<file path="src/rtl/axi_req_master_if.sv">
// Bus bundle for axi_req_master: the request stream plus the five AXI4-Lite master channels.
// The master modport is the DUT view; the slave modport is the view of whatever drives requests and answers the bus.
interface axi_req_master_if;
  logic [71:0] AXI_REQ_TDATA;
  logic        AXI_REQ_TVALID;
  logic        AXI_REQ_TREADY;

  logic [31:0] M_AXI_AWADDR;
  logic        M_AXI_AWVALID;
  logic        M_AXI_AWREADY;
  logic [31:0] M_AXI_WDATA;
  logic [3:0]  M_AXI_WSTRB;
  logic        M_AXI_WVALID;
  logic        M_AXI_WREADY;
  logic [1:0]  M_AXI_BRESP;
  logic        M_AXI_BVALID;
  logic        M_AXI_BREADY;
  logic [31:0] M_AXI_ARADDR;
  logic        M_AXI_ARVALID;
  logic        M_AXI_ARREADY;
  logic [31:0] M_AXI_RDATA;
  logic [1:0]  M_AXI_RRESP;
  logic        M_AXI_RVALID;
  logic        M_AXI_RREADY;

  modport master (
    input  AXI_REQ_TDATA, AXI_REQ_TVALID,
    output AXI_REQ_TREADY,
    output M_AXI_AWADDR, M_AXI_AWVALID,
    input  M_AXI_AWREADY,
    output M_AXI_WDATA, M_AXI_WSTRB, M_AXI_WVALID,
    input  M_AXI_WREADY,
    input  M_AXI_BRESP, M_AXI_BVALID,
    output M_AXI_BREADY,
    output M_AXI_ARADDR, M_AXI_ARVALID,
    input  M_AXI_ARREADY,
    input  M_AXI_RDATA, M_AXI_RRESP, M_AXI_RVALID,
    output M_AXI_RREADY
  );

  modport slave (
    output AXI_REQ_TDATA, AXI_REQ_TVALID,
    input  AXI_REQ_TREADY,
    input  M_AXI_AWADDR, M_AXI_AWVALID,
    output M_AXI_AWREADY,
    input  M_AXI_WDATA, M_AXI_WSTRB, M_AXI_WVALID,
    output M_AXI_WREADY,
    output M_AXI_BRESP, M_AXI_BVALID,
    input  M_AXI_BREADY,
    input  M_AXI_ARADDR, M_AXI_ARVALID,
    output M_AXI_ARREADY,
    output M_AXI_RDATA, M_AXI_RRESP, M_AXI_RVALID,
    input  M_AXI_RREADY
  );
endinterface

</file>
<file path="src/rtl/axi_req_master.sv">
// Request-stream to AXI4-Lite master: buffers requests in a FIFO and issues them one at a time.
// Optional macro RSP_STREAM_EN adds an AXI-Stream response output that holds the RSP state until accepted.
module axi_req_master #(
  parameter int FIFO_DEPTH = 4
) (
  input  logic                   clk,
  input  logic                   resetn,
  axi_req_master_if.master       bus,
  output logic [31:0]            last_rdata,
  output logic [1:0]             last_resp,
  output logic                   overflow,
  output logic                   busy
`ifdef RSP_STREAM_EN
  ,
  output logic [63:0]            AXIS_RSP_TDATA,
  output logic                   AXIS_RSP_TVALID,
  input  logic                   AXIS_RSP_TREADY
`endif
);

  localparam int PTR_W = $clog2(FIFO_DEPTH);
  localparam int CNT_W = PTR_W + 1;

  typedef enum logic [2:0] {IDLE, WR_ADDR, WR_RESP, RD_ADDR, RD_DATA, RSP} state_e;

  state_e             state_q, state_d;
  logic [64:0]        mem_q [FIFO_DEPTH];
  logic [PTR_W-1:0]   wr_ptr_q, wr_ptr_d, rd_ptr_q, rd_ptr_d;
  logic [CNT_W-1:0]   count_q, count_d;
  logic [31:0]        addr_q, addr_d, wdata_q, wdata_d;
  logic               aw_done_q, aw_done_d, w_done_q, w_done_d;
  logic [31:0]        last_rdata_q, last_rdata_d;
  logic [1:0]         last_resp_q, last_resp_d;
  logic               overflow_q, overflow_d;
  logic               full, empty, push, pop;
  logic [64:0]        head;
  logic               unused_tdata;

  assign unused_tdata = ^bus.AXI_REQ_TDATA[71:65];

  assign full  = (count_q == CNT_W'(FIFO_DEPTH));
  assign empty = (count_q == '0);
  // A pop in the same cycle never frees room for a push: readiness is judged on the registered count.
  assign push  = bus.AXI_REQ_TVALID && !full;
  assign pop   = (state_q == IDLE) && !empty;
  assign head  = mem_q[rd_ptr_q];

  assign bus.AXI_REQ_TREADY = !full;
  assign bus.M_AXI_AWADDR   = addr_q;
  assign bus.M_AXI_AWVALID  = (state_q == WR_ADDR) && !aw_done_q;
  assign bus.M_AXI_WDATA    = wdata_q;
  assign bus.M_AXI_WSTRB    = 4'hF;
  assign bus.M_AXI_WVALID   = (state_q == WR_ADDR) && !w_done_q;
  assign bus.M_AXI_BREADY   = (state_q == WR_RESP);
  assign bus.M_AXI_ARADDR   = addr_q;
  assign bus.M_AXI_ARVALID  = (state_q == RD_ADDR);
  assign bus.M_AXI_RREADY   = (state_q == RD_DATA);

  assign last_rdata = last_rdata_q;
  assign last_resp  = last_resp_q;
  assign overflow   = overflow_q;
  assign busy       = (state_q != IDLE) || !empty;

`ifdef RSP_STREAM_EN
  logic mode_q, mode_d;

  assign AXIS_RSP_TVALID = (state_q == RSP);
  assign AXIS_RSP_TDATA  = {29'd0, mode_q, last_resp_q, (mode_q ? 32'd0 : last_rdata_q)};
`endif

  // NOTE: every variable gets its default first so no path through the case infers a latch.
  always_comb begin
    state_d      = state_q;
    addr_d       = addr_q;
    wdata_d      = wdata_q;
    aw_done_d    = aw_done_q;
    w_done_d     = w_done_q;
    last_rdata_d = last_rdata_q;
    last_resp_d  = last_resp_q;
    overflow_d   = overflow_q | (bus.AXI_REQ_TVALID && full);
`ifdef RSP_STREAM_EN
    mode_d       = mode_q;
`endif

    case (state_q)
      IDLE: begin
        if (!empty) begin
          addr_d  = head[31:0];
          wdata_d = head[63:32];
          state_d = head[64] ? WR_ADDR : RD_ADDR;
`ifdef RSP_STREAM_EN
          mode_d  = head[64];
`endif
        end
      end
      WR_ADDR: begin
        // VALID is already low once its *_done flag is set, so READY alone marks the handshake.
        aw_done_d = aw_done_q | bus.M_AXI_AWREADY;
        w_done_d  = w_done_q  | bus.M_AXI_WREADY;
        if (aw_done_d && w_done_d) begin
          aw_done_d = 1'b0;
          w_done_d  = 1'b0;
          state_d   = WR_RESP;
        end
      end
      WR_RESP: begin
        if (bus.M_AXI_BVALID) begin
          last_resp_d = bus.M_AXI_BRESP;
          state_d     = RSP;
        end
      end
      RD_ADDR: begin
        if (bus.M_AXI_ARREADY) state_d = RD_DATA;
      end
      RD_DATA: begin
        if (bus.M_AXI_RVALID) begin
          last_rdata_d = bus.M_AXI_RDATA;
          last_resp_d  = bus.M_AXI_RRESP;
          state_d      = RSP;
        end
      end
      RSP: begin
`ifdef RSP_STREAM_EN
        if (AXIS_RSP_TREADY) state_d = IDLE;
`else
        state_d = IDLE;
`endif
      end
      default: state_d = IDLE;
    endcase
  end

  always_comb begin
    wr_ptr_d = wr_ptr_q + PTR_W'(push);
    rd_ptr_d = rd_ptr_q + PTR_W'(pop);
    count_d  = count_q;
    case ({push, pop})
      2'b10:   count_d = count_q + 1'b1;
      2'b01:   count_d = count_q - 1'b1;
      default: count_d = count_q;
    endcase
  end

  // NOTE: sequential state uses non-blocking assignments so every flop samples pre-edge values.
  always_ff @(posedge clk or negedge resetn) begin
    if (!resetn) begin
      state_q      <= IDLE;
      wr_ptr_q     <= '0;
      rd_ptr_q     <= '0;
      count_q      <= '0;
      addr_q       <= '0;
      wdata_q      <= '0;
      aw_done_q    <= 1'b0;
      w_done_q     <= 1'b0;
      last_rdata_q <= '0;
      last_resp_q  <= '0;
      overflow_q   <= 1'b0;
`ifdef RSP_STREAM_EN
      mode_q       <= 1'b0;
`endif
    end else begin
      state_q      <= state_d;
      wr_ptr_q     <= wr_ptr_d;
      rd_ptr_q     <= rd_ptr_d;
      count_q      <= count_d;
      addr_q       <= addr_d;
      wdata_q      <= wdata_d;
      aw_done_q    <= aw_done_d;
      w_done_q     <= w_done_d;
      last_rdata_q <= last_rdata_d;
      last_resp_q  <= last_resp_d;
      overflow_q   <= overflow_d;
`ifdef RSP_STREAM_EN
      mode_q       <= mode_d;
`endif
    end
  end

  // NOTE: the storage array has no reset; the pointers and count alone decide which entries are valid.
  always_ff @(posedge clk) begin
    if (push) mem_q[wr_ptr_q] <= bus.AXI_REQ_TDATA[64:0];
  end

endmodule
</file>
<file path="src/flat_wrapper.sv">
// flat-port wrapper written by rule: the top's interface ports become plain ports
module axi_req_master_flat 
#(
  parameter int FIFO_DEPTH = 4
)
  (clk, resetn, last_rdata, last_resp, overflow, busy, bus_AXI_REQ_TDATA, bus_AXI_REQ_TVALID, bus_AXI_REQ_TREADY, bus_M_AXI_AWADDR, bus_M_AXI_AWVALID, bus_M_AXI_AWREADY, bus_M_AXI_WDATA, bus_M_AXI_WSTRB, bus_M_AXI_WVALID, bus_M_AXI_WREADY, bus_M_AXI_BRESP, bus_M_AXI_BVALID, bus_M_AXI_BREADY, bus_M_AXI_ARADDR, bus_M_AXI_ARVALID, bus_M_AXI_ARREADY, bus_M_AXI_RDATA, bus_M_AXI_RRESP, bus_M_AXI_RVALID, bus_M_AXI_RREADY);
  axi_req_master_if bus_i ();
  input  logic clk;
  input  logic resetn;
  output logic [31:0] last_rdata;
  output logic [1:0] last_resp;
  output logic overflow;
  output logic busy;
  input wire logic [$bits(bus_i.AXI_REQ_TDATA)-1:0] bus_AXI_REQ_TDATA;
  input wire logic [$bits(bus_i.AXI_REQ_TVALID)-1:0] bus_AXI_REQ_TVALID;
  output wire logic [$bits(bus_i.AXI_REQ_TREADY)-1:0] bus_AXI_REQ_TREADY;
  output wire logic [$bits(bus_i.M_AXI_AWADDR)-1:0] bus_M_AXI_AWADDR;
  output wire logic [$bits(bus_i.M_AXI_AWVALID)-1:0] bus_M_AXI_AWVALID;
  input wire logic [$bits(bus_i.M_AXI_AWREADY)-1:0] bus_M_AXI_AWREADY;
  output wire logic [$bits(bus_i.M_AXI_WDATA)-1:0] bus_M_AXI_WDATA;
  output wire logic [$bits(bus_i.M_AXI_WSTRB)-1:0] bus_M_AXI_WSTRB;
  output wire logic [$bits(bus_i.M_AXI_WVALID)-1:0] bus_M_AXI_WVALID;
  input wire logic [$bits(bus_i.M_AXI_WREADY)-1:0] bus_M_AXI_WREADY;
  input wire logic [$bits(bus_i.M_AXI_BRESP)-1:0] bus_M_AXI_BRESP;
  input wire logic [$bits(bus_i.M_AXI_BVALID)-1:0] bus_M_AXI_BVALID;
  output wire logic [$bits(bus_i.M_AXI_BREADY)-1:0] bus_M_AXI_BREADY;
  output wire logic [$bits(bus_i.M_AXI_ARADDR)-1:0] bus_M_AXI_ARADDR;
  output wire logic [$bits(bus_i.M_AXI_ARVALID)-1:0] bus_M_AXI_ARVALID;
  input wire logic [$bits(bus_i.M_AXI_ARREADY)-1:0] bus_M_AXI_ARREADY;
  input wire logic [$bits(bus_i.M_AXI_RDATA)-1:0] bus_M_AXI_RDATA;
  input wire logic [$bits(bus_i.M_AXI_RRESP)-1:0] bus_M_AXI_RRESP;
  input wire logic [$bits(bus_i.M_AXI_RVALID)-1:0] bus_M_AXI_RVALID;
  output wire logic [$bits(bus_i.M_AXI_RREADY)-1:0] bus_M_AXI_RREADY;
  assign bus_i.AXI_REQ_TDATA = bus_AXI_REQ_TDATA;
  assign bus_i.AXI_REQ_TVALID = bus_AXI_REQ_TVALID;
  assign bus_AXI_REQ_TREADY = bus_i.AXI_REQ_TREADY;
  assign bus_M_AXI_AWADDR = bus_i.M_AXI_AWADDR;
  assign bus_M_AXI_AWVALID = bus_i.M_AXI_AWVALID;
  assign bus_i.M_AXI_AWREADY = bus_M_AXI_AWREADY;
  assign bus_M_AXI_WDATA = bus_i.M_AXI_WDATA;
  assign bus_M_AXI_WSTRB = bus_i.M_AXI_WSTRB;
  assign bus_M_AXI_WVALID = bus_i.M_AXI_WVALID;
  assign bus_i.M_AXI_WREADY = bus_M_AXI_WREADY;
  assign bus_i.M_AXI_BRESP = bus_M_AXI_BRESP;
  assign bus_i.M_AXI_BVALID = bus_M_AXI_BVALID;
  assign bus_M_AXI_BREADY = bus_i.M_AXI_BREADY;
  assign bus_M_AXI_ARADDR = bus_i.M_AXI_ARADDR;
  assign bus_M_AXI_ARVALID = bus_i.M_AXI_ARVALID;
  assign bus_i.M_AXI_ARREADY = bus_M_AXI_ARREADY;
  assign bus_i.M_AXI_RDATA = bus_M_AXI_RDATA;
  assign bus_i.M_AXI_RRESP = bus_M_AXI_RRESP;
  assign bus_i.M_AXI_RVALID = bus_M_AXI_RVALID;
  assign bus_M_AXI_RREADY = bus_i.M_AXI_RREADY;
  axi_req_master #(.FIFO_DEPTH(FIFO_DEPTH)) u_core (.clk(clk), .resetn(resetn), .bus(bus_i), .last_rdata(last_rdata), .last_resp(last_resp), .overflow(overflow), .busy(busy));
endmodule
</file>
<file path="config.mk">
export PLATFORM = sky130hd
export DESIGN_NAME = axi_req_master_flat
export DESIGN_NICKNAME = d
export VERILOG_FILES = /design/src/rtl/axi_req_master_if.sv /design/src/rtl/axi_req_master.sv /design/src/flat_wrapper.sv
export SDC_FILE = /design/constraint.sdc
export NUM_CORES = 1
export LEC_CHECK = 0
export ABC_AREA = 1
export CORE_ASPECT_RATIO = 1.25
export CORE_UTILIZATION = 30
export DETAILED_ROUTE_END_ITERATION = 7
export GPL_TIMING_DRIVEN = 0
export SETUP_SLACK_MARGIN = 0.2
export SLEW_MARGIN = 10
export SYNTH_ARGS = -nofsm -noshare
export SYNTH_HDL_FRONTEND = slang
export SYNTH_SLANG_ARGS = --single-unit
</file>
<file path="constraint.sdc">
create_clock -name clk -period 9.8 [get_ports clk]
set_clock_uncertainty 0.05 [all_clocks]
set_input_delay 0.98 -clock clk [delete_from_list [all_inputs] [get_ports clk]]
set_output_delay 0.98 -clock clk [all_outputs]
set_load 0.01 [all_outputs]
</file>
==> flow_summary.yaml, run 1 <==
setup_path:
  worstPathRequired_ns: 8.77
  critPathArrivalTime_ns: 2.29
  path_class: "reg -> out"
  worstPathMaxFanout: 10
  startpoint_type: "flop"
  setup.worst_path.end_class: "primary output"
  ff2ff_setup_slack_ns: 7.11
floorplanning:
  die-width_um: 197.7
  core_region_area_um2: 47220
  die-height_um: 246.7
  top_level_ports: 258
  die_area_um2: 48780
  rows: 89
  floorplan.initialDensity_pct: 30.43
synthesis:
  yosysWarningCount: 0
  post_synth_xor_xnor_area_pct: 0.2438
  syn-instance-count: 1191
  synthSimpleGateAreaFrac_pct: 13.02
  seq_total_area_yosys_pct: 73.67
  netlist.top_cell.by_area: "edfxtp_1"
  synth_ff_type: "edfxtp_1"
  mappedNetlistArea_um2: 14370
  synth_cell_count_leaders: "nor2_1, edfxtp_1, o21ai_0"
  synth-edff-count: 260
  synthTopCellsByArea: "edfxtp_1, dfrtp_1, nor2_1"
  synth-async-reset-ratio_pct: 29.92
  synth.lib_cells_used.distinct: 27
  synth_top_family_by_area: "simple AND/OR/NAND/NOR gates"
  synth_adder_area_share_pct: 0.4006
  synth.most_common_cell: "nor2_1"
  syn-mean-instance-area_um2: 12.06
  postSynthRegisterBits: 371
  post-synth-top-area-fraction_pct: 54.34
  synth-compound-area-share_pct: 7.645
  post_synth_mux_area_share_pct: 0
run:
  max_cap_violations: 0
layout:
  fraction_of_final_layout_cells_with_drive_strength_greater_than_1_pct: 11.35
  area.growth.synth_to_final_pct: 33.43
  fin_area_um2: 19170
  nNetsFinal: 1633
clock_network:
  cts.htree.levels: 2
  clock-sinks: 371
  number_of_buffers_inserted_during_clock_tree_synthesis: 39
  cts.hold.buffers_added: 0
  worst_skew_pair_latency_ns: 0.53
  cts-root-buf: "clkbuf_16"
  clk_transition_reported_paths_ns: 0.06
  cts_repair_resize_count: 0
  clock_path_buffers: 3
  cts_setup_buffers: 0
  tritoncts: "built"
grt:
  vias_in_the_first_global_route: 10060
  grt_antenna_before_repair: 4
  grt_max_degree: 61
  grt_overflow_total: 0
  all_layer_global_routing_usage_pct: 15.83
  grt_first_pass_wirelength_mm: 58.44
route:
  wire_per_inst_um: 17.78
  drt-initial-drc-count: 499
  antenna_violating_nets_post_route: 0
  met3RoutedLength_mm: 2.305
  drt_wl_total_mm: 38.76
  vias: 9932
  routed-wl-met2_mm: 20.07
  vias_per_cell: 4.556
  drc_errors: 0
  met1_wire_length_mm: 15.43
  route.top_layer_used: "met5"
  drt-pass1-iter-count: 5
power:
  power_frac_comb_pct: 39.4
  worst_ir_drop_vdd_uv: 118.9
  pwr_density_cell_nw_per_um2: 324.0
  clkPwrFrac_pct: 22.4
  seqPwrFrac_pct: 38.2
  total_switching_power_w: 0.002188
  static-leakage-power_nw: 7.190
  internal_power_w: 0.004023
  power_w: 0.006212
  sw_frac_of_total_pct: 35.23
worst_hold_path:
  worstHoldPathType: "in -> async"
timing:
  post-route-period-util_pct: 33.92
  timing_worst_slew_pin_value_ns: 0.9265
  hold_viol: 0
  max_freq_ghz: 0.3008
  grt_setup_unrepaired: "no"
  hold-worst-slack_ns: 0.3664
  report.final.slew_viol_count: 0
  timing.final.setup_violations: 0
  max_slew_margin_pct: 37.89
  finalCriticalPeriod_ns: 3.325
placed_design:
  cell_area_after_placement_um2: 17980
  place_hpwl_mm: 26.96
  gp_routability_congestion: 0.7807
  io_buffers: 245
outcome:
  result_of_the_run: "finished clean"
-- worst paths after layout --
check / from / endpoint / cells after the start
min: resetn / u_core.last_rdata[22]$_DFFE_PN0P_ / 1
max: u_core.state_q[0]$_DFFE_PN0P_ / bus_M_AXI_RREADY / 5
max in group asynchronous: resetn / u_core.bus.M_AXI_ARADDR[14]$_DFFE_PN0P_ / 2
max reg2reg: u_core.count_q[0]$_DFFE_PN0P_ / u_core.mem_q[3][50]$_DFFE_PP_ / 8
min in group clk: u_core.last_rdata[24]$_DFFE_PN0P_ / u_core.last_rdata[24]$_DFFE_PN0P_ / 2
min reg2reg: u_core.last_rdata[24]$_DFFE_PN0P_ / u_core.last_rdata[24]$_DFFE_PN0P_ / 2
-- power by group through the flow --
stage | Sequential (W) | Clock (W) | Combinational [W]
floorplan | 0.00247 | 0 | 0.00121
global placement | 0.00248 | 0 | 0.00236
detailed placement | 0.00241 | 0 | 0.00249
CTS | 0.00238 | 0.00143 | 0.00250
global route | 0.00242 | 0.00149 | 0.00271
finish | 0.00237 | 0.00139 | 0.00245
-- cell families (layout without fill, tap and decap cells) --
kind of cell             Yosys count  count (layout)
AND/OR/NAND/NOR                  478             478
buffers and inverters            130             478
adder cells (fa/ha/maj)            4               4
AO/OA/AOI/OAI                    203             203
other                              1               5
flip-flops                       371             371
XOR/XNOR                           4               4
-- critical path, stage by stage (launching register included) --
cell,delay [ns]
dfrtp_1,0.45
nor2_1,0.17
nand2_1,0.18
inv_2,0.18
buf_2,0.23
clkdlybuf4s50_1,0.57
-- metrics by stage --
stage / setup WS, ns / utilization [%] / TNS [ns] / std cells
detailed placement: 6.229 / 38.08 / 0 / 2109
floorplan: 3.655 / - / 0 / 1194
global route: 6.338 / 40.61 / 0 / 2180
global placement: -1.504 / 37.34 / -298.35 / 2076
finish: 6.475 / 40.61 / 0 / 2180
CTS: 6.444 / 40.60 / 0 / 2179
-- flip-flops by register name (all words and copies together), names as in the netlist --
name                     flops
u_core.wr_ptr_q              2
u_core.aw_done_q             1
u_core.last_resp             2
u_core.count_q               3
u_core.rd_ptr_q              2
u_core.state_q               3
u_core.mem_q               260
u_core.overflow              1
u_core.bus.M_AXI_WDATA      32
u_core.last_rdata           32
u_core.bus.M_AXI_ARADDR     32
u_core.w_done_q              1
-- layout by cell type (no fill, tap or decap), drive strengths merged, types with 13 or more instances in the layout --
cell type | synthesis | routed
nor2 | 333 | 333
nand3 | 42 | 42
clkinv | 0 | 13
buf | 85 | 119
edfxtp | 260 | 260
inv | 27 | 28
a31oi | 64 | 64
clkdlybuf4s50 | 0 | 244
nand2 | 93 | 93
clkbuf | 18 | 70
o21ai | 136 | 136
dfrtp | 111 | 111
-- layout make-up --
class / instances / area, µm²
fill: 4566 / 28040
sequential: 371 / 10590
multi-input combinational: 693 / 3097
timing repair buffer: 278 / 2781
clock buffer: 52 / 1065
tap: 637 / 797.0
buffer: 103 / 616.8
clock inverter: 18 / 126.4
inverter: 27 / 101.3
antenna: 1 / 2.502
-- routing by layer --
layer | global-route usage [%] | vias to the layer above
met5 | 0 | -
met4 | 5.198 | 6
met3 | 3.191 | 57
met2 | 29.03 | 301
met1 | 18.27 | 4836
li1 | - | 4732
No activity file was read; power rests on OpenSTA's default activity.
==> inputs of run 2 (changes only) <==
==> constraint.sdc (replaced) <==
create_clock -name clk -period 2.8 [get_ports clk]
set_clock_uncertainty 0.05 [all_clocks]
set_input_delay 0.28 -clock clk [delete_from_list [all_inputs] [get_ports clk]]
set_output_delay 0.28 -clock clk [all_outputs]
set_load 0.01 [all_outputs]
==> run 2 against run 1 <==
Die area stayed put; combinational power grew to 3.6 times the previous value; sequential cell count stayed put; register-to-register slack worse by 6.7 ns; final cell count is 0.37% lower; first-iteration DRC count is 0.80% higher; utilization is 0.55 points higher; non-clock buffer count is 8 lower; largest cell class unchanged; global-route usage is 0.14 points lower; sequential power grew to 3.5 times the previous value; worst setup slack worse by 6.1 ns; routed wire length is 1.8% lower.
==> flow_summary.yaml, run 2 (same netlist as run 1, synthesis figures left out) <==
clock_network:
  cts-root-buf: "clkbuf_16"
  clock-sinks: 371
  clk_transition_reported_paths_ns: 0.06
  cts.htree.levels: 2
  number_of_buffers_inserted_during_clock_tree_synthesis: 39
  worst_skew_pair_latency_ns: 0.53
  tritoncts: "built"
  clock_path_buffers: 3
setup_path:
  max_stage_delay_ns: 0.56
  setup.worst_path.end_class: "primary output"
  startpoint_type: "flop"
  path_class: "reg -> out"
  worst_path_dominant_cell_family: "buffers and inverters"
  worstPathMaxFanout: 10
  worstPathRequired_ns: 2.47
  slowest_stage: "clkdlybuf4s50_1"
  critPathArrivalTime_ns: 2.14
  worst-path-buf-inv: 3
  path_cells: "nor2_1 > nand2_1 > inv_2 > buf_2 > clkdlybuf4s50_1"
run:
  max_cap_violations: 0
timing:
  post_route_setup_tns_ns: 0
  post-route-period-util_pct: 88.05
  hold_viol: 0
  timing_worst_slew_pin_value_ns: 0.6577
  post_route_worst_setup_slack_ns: 0.3346
  report.final.slew_viol_count: 0
  grt_setup_unrepaired: "no"
  finalCriticalPeriod_ns: 2.465
  max_freq_ghz: 0.4056
  max_slew_margin_pct: 56.16
  timing.final.setup_violations: 0
route:
  wire_per_inst_um: 17.52
  antenna_violating_nets_post_route: 0
  vias: 9934
  drt-initial-drc-count: 503
  drt-pass1-iter-count: 4
  drt_wl_total_mm: 38.06
  drc_errors: 0
  vias_per_cell: 4.574
placed_design:
  place_hpwl_mm: 26.51
  gp_routability_congestion: 0.7511
  io_buffers: 245
  dp_worst_setup_slack_ns: 0.1636
floorplanning:
  top_level_ports: 258
  rows: 89
  floorplan.initialDensity_pct: 30.43
  die-height_um: 246.7
  die-width_um: 197.7
  core_region_area_um2: 47220
  die_area_um2: 48780
power:
  static-leakage-power_nw: 7.248
  pwr_density_cell_nw_per_um2: 1149
  worst_ir_drop_vdd_uv: 432.4
  power_w: 0.02232
grt:
  grt_first_pass_wirelength_mm: 58.22
  grt_overflow_total: 0
  grt_antenna_before_repair: 4
  grt_max_degree: 68
  vias_in_the_first_global_route: 10010
  all_layer_global_routing_usage_pct: 15.69
layout:
  antenna-diode-count: 0
  sequential_cell_area_um2: 10590
  final_util_pct: 41.16
  largest_reg_flops: 260
  registers.top_by_ff_count: "u_core.mem_q"
  area.growth.synth_to_final_pct: 35.25
  most_frequent_cells_in_the_layout: "nor2_1, edfxtp_1, clkdlybuf4s50_1"
  fraction_of_final_layout_cells_with_drive_strength_greater_than_1_pct: 11.14
  nNetsFinal: 1625
  area_taken_by_multi_input_logic_gates_um2: 3169
  mostFrequentLayoutCell: "nor2_1"
  fillerInstances: 4444
worst_hold_path:
  worstHoldPathType: "in -> reg"
outcome:
  result_of_the_run: "finished clean"
run 2: cell types whose count changed in the layout (fill, tap and decap cells not counted), moves of 4 or more:
cell and delta:
buf_4 -15, buf_8 +21, nor3_2 -4, buf_6 -17, clkinv_1 +4, nor3_4 +4, bufinv_16 +4, clkinv_2 -7
run 2: cell type report:
cell class | instances | share of cell area, %
Clock inverter | 20 | 1.223
Clock buffer | 51 | 5.524
Timing Repair Buffer | 270 | 14.58
Inverter | 27 | 0.5215
Tap cell | 637 | 4.101
Sequential cell | 371 | 54.48
Buffer | 103 | 3.258
Multi-Input combinational cell | 693 | 16.31
run 2: layer usage:
metal	wire length, µm	vias up	track usage [%]
li1	-	4715	-
met4	667	6	4.514
met1	14760	4843	18.18
met3	2642	46	3.423
met2	19940	324	28.77
met5	41	-	0
run 2: power breakdown:
group          switching (W)  internal (W)
clock network        0.00209       0.00318
registers           0.000792       0.00753
logic                0.00484       0.00389
total                0.00772        0.0146
run 2: path summary, 6_finish.rpt:
| kind | startpoint | endpoint | slack (ns) | cells past startpoint |
|---|---|---|---|---|
| hold / removal | bus_M_AXI_RVALID | u_core.last_rdata[0]$_DFFE_PN0P_ | 0.12 | 3 |
| setup reg to reg | u_core.state_q[1]$_DFFE_PN0P_ | u_core.count_q[2]$_DFFE_PN0P_ | 0.43 | 11 |
| min in group asynchronous | resetn | u_core.last_rdata[5]$_DFFE_PN0P_ | 0.20 | 2 |
| setup / recovery | u_core.state_q[1]$_DFFE_PN0P_ | bus_M_AXI_RREADY | 0.33 | 5 |
| hold reg to reg | u_core.last_rdata[16]$_DFFE_PN0P_ | u_core.last_rdata[16]$_DFFE_PN0P_ | 0.43 | 2 |
| max in group asynchronous | resetn | u_core.wr_ptr_q[1]$_DFF_PN0_ | 1.73 | 3 |
run 2: repair_timing:
item / CTS / global route
endpoints found under the setup margin: 2 / 4
cloned: 0 / 0
hold endpoints to repair: 44 / 0
hold buffers: 1 / 0
gates resized for setup: 1 / 9
setup buffers: 1 / 1
pin swaps: 0 / 1
run 2: per-stage QoR:
stage | instance area, µm² | hold slack (ns) | std cells
floorplan | 14460 | -0.06559 | 1194
global placement | 17700 | 0.4045 | 2076
detailed placement | 18060 | 0.1862 | 2098
CTS | 19390 | 0.1175 | 2171
global route | 19430 | 0.1253 | 2172
finish | 19430 | 0.1169 | 2172
run 2: worst register-to-register path: stages (launching register included):
cell and delay [ns]:
dfrtp_1 0.44, nor2_1 0.15, nand2_1 0.13, nor2_4 0.15
buf_12 0.17, buf_8 0.17, ha_1 0.15, inv_1 0.08
fa_2 0.40, a21oi_2 0.13, o21ai_0 0.10, xor2_1 0.15
==> inputs of run 3 (changes only) <==
--- a/config.mk
+++ b/config.mk
@@ -11,7 +11,7 @@
 export DETAILED_ROUTE_END_ITERATION = 7
 export GPL_TIMING_DRIVEN = 0
 export SETUP_SLACK_MARGIN = 0.2
-export SLEW_MARGIN = 10
+export SLEW_MARGIN = 40
 export SYNTH_ARGS = -nofsm -noshare
 export SYNTH_HDL_FRONTEND = slang
 export SYNTH_SLANG_ARGS = --single-unit
==> run 3 against run 2 <==
Worst setup slack lost 0.046 ns; final cell count grew 0.37%; non-clock buffer count increased by 9; sequential power is essentially flat; global-route usage barely moved; critical path type unchanged; critical endpoint unchanged.
==> flow_summary.yaml, run 3 (same netlist as run 1, synthesis figures left out) <==
outcome:
  result_of_the_run: "finished clean"
run:
  max_cap_violations: 0
placed_design:
  cell_area_after_placement_um2: 18120
  io_buffers: 245
  gp_routability_congestion: 0.7511
  place_hpwl_mm: 27.05
floorplanning:
  rows: 89
  floorplan.initialDensity_pct: 30.43
  top_level_ports: 258
  die_area_um2: 48780
  die-width_um: 197.7
  core_region_area_um2: 47220
  die-height_um: 246.7
worst_hold_path:
  worstHoldPathType: "in -> reg"
  hold_end: "u_core.last_rdata[1]$_DFFE_PN0P_"
  hold_depth: 3
  holdCritStartpoint: "bus_M_AXI_RVALID"
grt:
  use_met1_pct: 17.86
  grt_met2_usage_pct: 29.08
  grt_antenna_before_repair: 5
  all_layer_global_routing_usage_pct: 15.66
  layer_carrying_the_most_global_route_usage: "met2"
  grt_overflow_total: 0
  grt_max_degree: 46
  grt_util_met3_pct: 3.355
  grt_first_pass_wirelength_mm: 58.05
  vias_in_the_first_global_route: 9988
timing:
  timing.final.setup_violations: 0
  post-route-period-util_pct: 89.69
  finalCriticalPeriod_ns: 2.511
  max_freq_ghz: 0.3982
  hold_viol: 0
  timing_worst_slew_pin_value_ns: 0.6614
  report.final.slew_viol_count: 0
  hold-worst-slack_ns: 0.1490
  max_slew_margin_pct: 55.91
  grt_setup_unrepaired: "yes"
setup_path:
  worst_path_dominant_cell_family: "buffers and inverters"
  path_class: "reg -> out"
  slowest_stage: "clkdlybuf4s50_1"
  worstPathMaxFanout: 10
  worst-path-buf-inv: 3
  timing.rr.start: "u_core.state_q[0]$_DFFE_PN0P_"
  startpoint_type: "flop"
  max_stage_delay_ns: 0.54
  critPathArrivalTime_ns: 2.18
  worstRegToRegCells: 11
  worstPathRequired_ns: 2.47
  crit-reg2reg-capture: "u_core.count_q[2]$_DFFE_PN0P_"
  setup.worst_path.end_class: "primary output"
  ff2ff_setup_slack_ns: 0.34
  path_cells: "nor2_1 > nand2_2 > inv_4 > clkbuf_4 > clkdlybuf4s50_1"
clock_network:
  worst_skew_pair_latency_ns: 0.53
  cts.htree.levels: 2
  clock_path_buffers: 3
  number_of_buffers_inserted_during_clock_tree_synthesis: 38
  clk_transition_reported_paths_ns: 0.06
  clock-sinks: 371
  cts-root-buf: "clkbuf_16"
  tritoncts: "built"
route:
  drc_errors: 0
  antenna_violating_nets_post_route: 0
  vias_per_cell: 4.567
  wire_per_inst_um: 17.57
  vias: 9956
  drt-initial-drc-count: 560
  drt_wl_total_mm: 38.30
  drt-pass1-iter-count: 4
power:
  power_w: 0.02204
  worst_ir_drop_vdd_uv: 504.6
  static-leakage-power_nw: 7.247
  pwr_density_cell_nw_per_um2: 1137
layout:
  largest_reg_flops: 260
  fillerInstances: 4495
  registers.top_by_ff_count: "u_core.mem_q"
  nNetsFinal: 1633
  mostFrequentLayoutCell: "nor2_1"
  fraction_of_final_layout_cells_with_drive_strength_greater_than_1_pct: 11.35
  fin_area_um2: 19370
  most_frequent_cells_in_the_layout: "nor2_1, edfxtp_1, clkdlybuf4s50_1"
  final_util_pct: 41.03
  area.growth.synth_to_final_pct: 34.83
run 3: stage by stage:
stage / setup WS, ns / TNS (ns) / cells
after floorplan: 0.08848 / 0 / 1194
after global placement: -4.384 / -851.68 / 2076
after detailed placement: 0.1511 / 0 / 2108
after CTS: 0.2013 / 0 / 2178
after global routing: 0.09425 / 0 / 2179
final: 0.2886 / 0 / 2180
run 3: worst max-delay path by stage:
stage	from	end	slack, ns	depth (start not counted)
2_1_floorplan	u_core.count_q[0]$_DFFE_PN0P_	u_core.mem_q[0][0]$_DFFE_PP_	0.09	4
3_3_place_gp	resetn	u_core.wr_ptr_q[1]$_DFF_PN0_	-4.38	1
3_5_place_dp	bus_AXI_REQ_TVALID	u_core.mem_q[0][1]$_DFFE_PP_	0.15	7
4_1_cts	u_core.state_q[0]$_DFFE_PN0P_	u_core.count_q[2]$_DFFE_PN0P_	0.20	11
5_1_grt	u_core.state_q[0]$_DFFE_PN0P_	u_core.count_q[2]$_DFFE_PN0P_	0.09	11
6_report	u_core.state_q[0]$_DFFE_PN0P_	bus_M_AXI_RREADY	0.29	5
run 3: cell type report:
cell class                 count  area [µm²]  area share, %
sequential                   371       10590          54.64
multi-input combinational    693        3161          16.31
timing repair buffer         279        2883          14.88
clock buffer                  52        1035          5.341
tap                          637       797.0          4.114
buffer                       103       623.1          3.216
clock inverter                17       182.7         0.9429
inverter                      27       103.9         0.5360
antenna                        1       2.502        0.01292
run 3: repair_timing:
item	CTS	global route
resized for setup	2	4
endpoints found under the hold margin	78	0
buffers inserted	0	1
setup endpoints to repair	2	4
hold buffers	1	0
run 3: layer usage:
| metal | part of all wire (%) | vias to the layer above |
|---|---|---|
| met5 | 0.13 | - |
| met4 | 2.0 | 8 |
| met3 | 6.7 | 61 |
| met2 | 52 | 317 |
| met1 | 39 | 4833 |
| li1 | - | 4737 |
run 3: report_power, final:
group	switching [W]	internal, W
sequential	0.000788	0.00753
combinational	0.00482	0.00387
clock	0.00206	0.00296
total	0.00767	0.0144
run 3: worst register-to-register path, delay by kind of cell (launching register included):
| family | cells | cell delay [ns] |
|---|---|---|
| compound gates | 2 | 0.25 |
| xor+xnor | 1 | 0.15 |
| fa+ha+maj | 2 | 0.59 |
| buf+inv | 3 | 0.35 |
| flops | 1 | 0.44 |
| simple gates | 3 | 0.52 |
